==> config.mk <==
export PLATFORM = sky130hd
export DESIGN_NAME = dot_product_acc
export DESIGN_NICKNAME = d
export VERILOG_FILES = /design/src/rtl/dot_product_acc.sv
export SDC_FILE = /design/constraint.sdc
export NUM_CORES = 1
export LEC_CHECK = 0
export ABC_AREA = 1
export BUFFER_PORTS_ARGS = -buffer_cell sky130_fd_sc_hd__buf_2
export CAP_MARGIN = 15
export CORE_AREA = 2 2 70 72
export CTS_CLUSTER_SIZE = 20
export DETAILED_ROUTE_END_ITERATION = 12
export DIE_AREA = 0 0 72 74
export PLACE_DENSITY = 0.53
export SETUP_SLACK_MARGIN = 0.15
export SYNTH_ARGS = -nofsm -noshare
export SYNTH_HDL_FRONTEND = slang
export SYNTH_SLANG_ARGS = --single-unit
==> constraint.sdc <==
create_clock -name clk -period 1.76 [get_ports clk]
set_input_delay 0.264 -clock clk [delete_from_list [all_inputs] [get_ports clk]]
set_output_delay 0.264 -clock clk [all_outputs]
set_load 0.005 [all_outputs]
==> src/rtl/dot_product_acc.sv <==
// Dot-product accumulator: sums each group of LEN unsigned products
// and presents the wrapped sum with a sticky overflow flag.
module dot_product_acc #(
  parameter int PROD_W = 8,
  parameter int ACC_W  = 10,
  parameter int LEN    = 4
) (
  input  logic              clk,
  input  logic              rst,
  input  logic              clear,
  input  logic              in_valid,
  output logic              in_ready,
  input  logic [PROD_W-1:0] prod,
  output logic              out_valid,
  input  logic              out_ready,
  output logic [ACC_W-1:0]  out_sum,
  output logic              out_ovf
);

  localparam int CNT_W = (LEN > 1) ? $clog2(LEN) : 1;
  localparam int SUM_W = ((ACC_W > PROD_W) ? ACC_W : PROD_W) + 1;
  localparam logic [CNT_W-1:0] LAST = CNT_W'(LEN - 1);

  typedef enum logic {
    ACCUM = 1'b0,
    HOLD  = 1'b1
  } state_t;

  state_t             state_q;
  logic [ACC_W-1:0]   acc_q;
  logic [CNT_W-1:0]   cnt_q;
  logic               ovf_q;
  logic               out_valid_q;
  logic [ACC_W-1:0]   out_sum_q;
  logic               out_ovf_q;

  logic [SUM_W-1:0]   sum_w;
  logic [ACC_W-1:0]   acc_d;
  logic [CNT_W-1:0]   cnt_d;
  logic               carry;
  logic               xfer;

  // Wide add so the carry out of the accumulator MSB is visible.
  always_comb begin
    sum_w = SUM_W'(acc_q) + SUM_W'(prod);
    acc_d = sum_w[ACC_W-1:0];
    carry = |(sum_w >> ACC_W);
    cnt_d = cnt_q + CNT_W'(1);
    xfer  = in_valid && (state_q == ACCUM);
  end

  assign in_ready  = (state_q == ACCUM);
  assign out_valid = out_valid_q;
  assign out_sum   = out_sum_q;
  assign out_ovf   = out_ovf_q;

  // Group FSM: accumulate LEN transfers, then hold the result until taken.
  always_ff @(posedge clk or posedge rst) begin
    if (rst) begin
      state_q     <= ACCUM;
      acc_q       <= '0;
      cnt_q       <= '0;
      ovf_q       <= 1'b0;
      out_valid_q <= 1'b0;
      out_sum_q   <= '0;
      out_ovf_q   <= 1'b0;
    end else if (clear) begin
      state_q     <= ACCUM;
      acc_q       <= '0;
      cnt_q       <= '0;
      ovf_q       <= 1'b0;
      out_valid_q <= 1'b0;
    end else begin
      case (state_q)
        ACCUM: begin
          if (xfer) begin
            if (cnt_q == LAST) begin
              out_sum_q   <= acc_d;
              out_ovf_q   <= ovf_q | carry;
              out_valid_q <= 1'b1;
              acc_q       <= '0;
              cnt_q       <= '0;
              ovf_q       <= 1'b0;
              state_q     <= HOLD;
            end else begin
              acc_q <= acc_d;
              cnt_q <= cnt_d;
              ovf_q <= ovf_q | carry;
            end
          end
        end
        HOLD: begin
          if (out_ready) begin
            out_valid_q <= 1'b0;
            state_q     <= ACCUM;
          end
        end
        default: state_q <= ACCUM;
      endcase
    end
  end

endmodule

==> results by group <==
Floorplan
  – Core area: 4600 um^2
  – Initial Util: 0.334
  – Die H: 74 um
  – Std cell rows: 25
  – Die area: 5330 um^2
  – Number of top-level pins: 26
  – DIE WIDTH: 72 um

Timing
  – Rel. slew slack: 0.770
  – Total negative slack: 0 ns
  – Fmax: 633 MHz
  – Measured slew at the worst slew-check pin: 0.345 ns
  – Setup Viol. Count Final: 0
  – Slew Limit Fails: 0
  – Final Skew: 0.00603 ns
  – Fin crit period: 1.58 ns
  – Crit share post-route: 0.897
  – RSZ-0062 raised after global routing: true
  – Fin. Hold Viols: 0

GRT
  – Largest net degree at the start of global routing: 27
  – Global-route wire length before repair: 5.83 mm
  – All-Layer GR Usage: 0.142
  – Vias in the first global route: 1236
  – Grt ovf: 0
  – Initial antenna violation count: 0

CTS
  – Worst-path clk slew: 0.10 ns
  – Cts hold-fix bufs: 0
  – H-tree levels: 1
  – Root Driver: clkbuf_8
  – Clock Latency Late Sink: 0.28 ns
  – Clock Path Buffers: 2
  – CTS tree: built
  – Sink Count: 26
  – CTS buffer count: 3

Layout
  – Layout area overhead: 24.5%
  – N_diodes: 0
  – Fin nets: 242
  – Core Util, Final: 0.415
  – Fraction of layout cells with a size suffix above 1: 0.321

Pwr
  – Peak supply drop: 0.350 mV
  – Power share of the clock group: 0.305
  – Pwr Density: 886 nW/um^2
  – Sw Ratio: 0.310
  – Int Pwr: 1170 uW
  – Switch Pwr: 524 uW
  – P_leak: 0.00104 uW
  – Sequential share of power: 0.425
  – Combinational Power Share: 0.270

Critical path
  – Worst endpoint data arrival time: 1.76 ns
  – Crit-path slowest cell: dfrtp_1
  – WP data required: 1.94 ns
  – CP peak stage delay: 0.42 ns
  – Critical Path Stages: 10
  – Crit-path cells: ha_4 > fa_2 > nand2_2 > nand3_4 > nand4_4 > nand2_2 > nand2_2 > nand2_1 > nand2_1 > nand2_1
  – Setup CP Type: flip-flop to flip-flop
  – Startpoint Class: flip-flop
  – Buf/Inv on CP: 0
  – FF-to-FF path depth: 10
  – CP Max Fanout: 3
  – Reg2Reg Setup Slack: 0.18 ns
  – Top Family by Delay on Critical Path: adder cells
  – CP Capture Type: flip-flop

Route
  – Routed Wire Length: 3.54 mm
  – Starting DRT DRC Count: 62
  – Routed via count: 1279
  – Drt wl/cell: 13.0 um
  – Drt pass-1 iters: 4
  – Number of remaining DRC errors: 0
  – Routed vias/inst: 4.70
  – Final antenna-violating net count: 0

Yosys
  – Top cell type's share of synthesized area: 0.424
  – Fraction of the yosys area taken by sequential cells: 0.424
  – Count leader, synth: nand2_1
  – Synth top area cells: dfrtp_1 (42%), nand2_1 (16%), ha_1 (7.3%)
  – EDFF count, synth: 0
  – Commonest cells in the netlist: nand2_1 (67), dfrtp_1 (26), nand3_1 (16)
  – FF+latch count, synth: 26
  – Mapped Cells: 187
  – Largest area contributor in the netlist: dfrtp_1
  – Synth Warn #: 0
  – Synth Area per Inst: 8.20 um^2
  – Synth async-reset ratio: 1.00
  – Synth Cell Area: 1530 um^2
  – Synth unique cells: 31
  – Syn_nets: 210
  – Ys flop type: dfrtp_1

Min path
  – Min-delay worst type: input pin to asynchronous set/reset pin

Place
  – GP Congestion: 0.875
  – Port bufs: 25
  – Post-DP HPWL: 2.55 mm

Outcome
  – Outcome: complete, no violations

Run
  – # Max-Cap Violations: 0
-- per-stage QoR --
| step | power, uW | instance area [um^2] | cells | hold slack, ns | worst slack (ns) |
|---|---|---|---|---|---|
| final | 1690 | 1910 | 272 | 0.0252 | 0.181 |
| after global routing | 1800 | 1910 | 272 | 0.0715 | 0.0652 |
| after CTS | 1650 | 1800 | 270 | 0.0387 | 0.144 |
| after detailed placement | 1120 | 1720 | 265 | 0.348 | 0.0578 |
| after global placement | 1120 | 1720 | 265 | 0.341 | 0.0906 |
| after floorplan | 999 | 1530 | 187 | 0.304 | 0.181 |
-- cell families (layout without fill, tap and decap cells) --
logic type,count (synthesis),after routing,share of synthesized area
buffers and inverters,26,57,0.0742
adders and majority gates,10,10,0.0865
and+or+nand+nor,104,104,0.321
AOI/OAI and AO/OA,18,18,0.0775
xor gates and xnor gates,3,3,0.0171
DFF,26,26,0.424
-- cells in the final DEF (no fill, tap or decap), types with 2 or more instances in the layout --
cell type,n
nand2_1,63
dfrtp_1,26
buf_2,25
nand3_1,15
inv_1,13
nand2_2,9
o21ai_1,9
inv_2,8
ha_4,5
nor2_1,4
ha_1,4
buf_4,4
nand3b_1,3
xor2_1,3
clkbuf_8,3
nand3_2,2
clkinv_1,2
a21oi_2,2
nand3_4,2
nor2_2,2
a21boi_1,2
-- flip-flops by register name, indices dropped and copies added (netlist names) --
| name | flops |
|---|---|
| acc_q | 10 |
| out_ovf | 1 |
| cnt_q | 2 |
| state_q | 1 |
| ovf_q | 1 |
| out_sum | 10 |
| out_valid | 1 |
-- metal layers --
metal	vias to the layer above	wire length, um	track usage
met4	0	57	0.0524
met3	6	86	0.0190
met2	22	1720	0.230
met1	592	1670	0.196
li1	659	-	-
met5	-	0	0
-- area by class of cell --
type                       instances  area (um^2)
multi-input combinational        135          870
fill                             476         2690
clock inverter                     1         30.0
clock buffer                       3         41.3
tap                               54         67.6
inverter                          24         95.1
timing repair buffer              29          155
sequential                        26          651
-- repair_timing --
| action | CTS | global route |
|---|---|---|
| buffers inserted | 1 | 2 |
| gates cloned | 0 | 0 |
| resized for setup | 2 | 14 |
| endpoints found under the setup margin | 8 | 13 |
| pin swaps | 0 | 8 |
-- worst paths after layout --
| check | from | to |
|---|---|---|
| setup reg to reg | acc_q[0]$_DFFE_PP0P_ | out_ovf$_DFFE_PP0P_ |
| hold / removal | rst | out_sum[7]$_DFFE_PP0P_ |
| max in group asynchronous | rst | out_sum[4]$_DFFE_PP0P_ |
| hold reg to reg | out_sum[6]$_DFFE_PP0P_ | out_sum[6]$_DFFE_PP0P_ |
| setup / recovery | acc_q[0]$_DFFE_PP0P_ | out_ovf$_DFFE_PP0P_ |
| min in group clk | out_ready | out_valid$_DFFE_PP0P_ |
-- power groups by stage --
| stage | combinational (uW) | clock [uW] | sequential (uW) |
|---|---|---|---|
| 3_3_place_gp | 400 | 0 | 722 |
| 3_5_place_dp | 400 | 0 | 725 |
| 6_report | 457 | 516 | 718 |
| 5_1_grt | 525 | 549 | 729 |
| 2_1_floorplan | 278 | 0 | 720 |
| 4_1_cts | 405 | 530 | 713 |
-- worst min-delay path, delay by kind of cell --
| kind | cells | cell delay [ns] |
|---|---|---|
| buffers and inverters | 3 | 0.44 |
No activity file was read; power rests on OpenSTA's default activity.
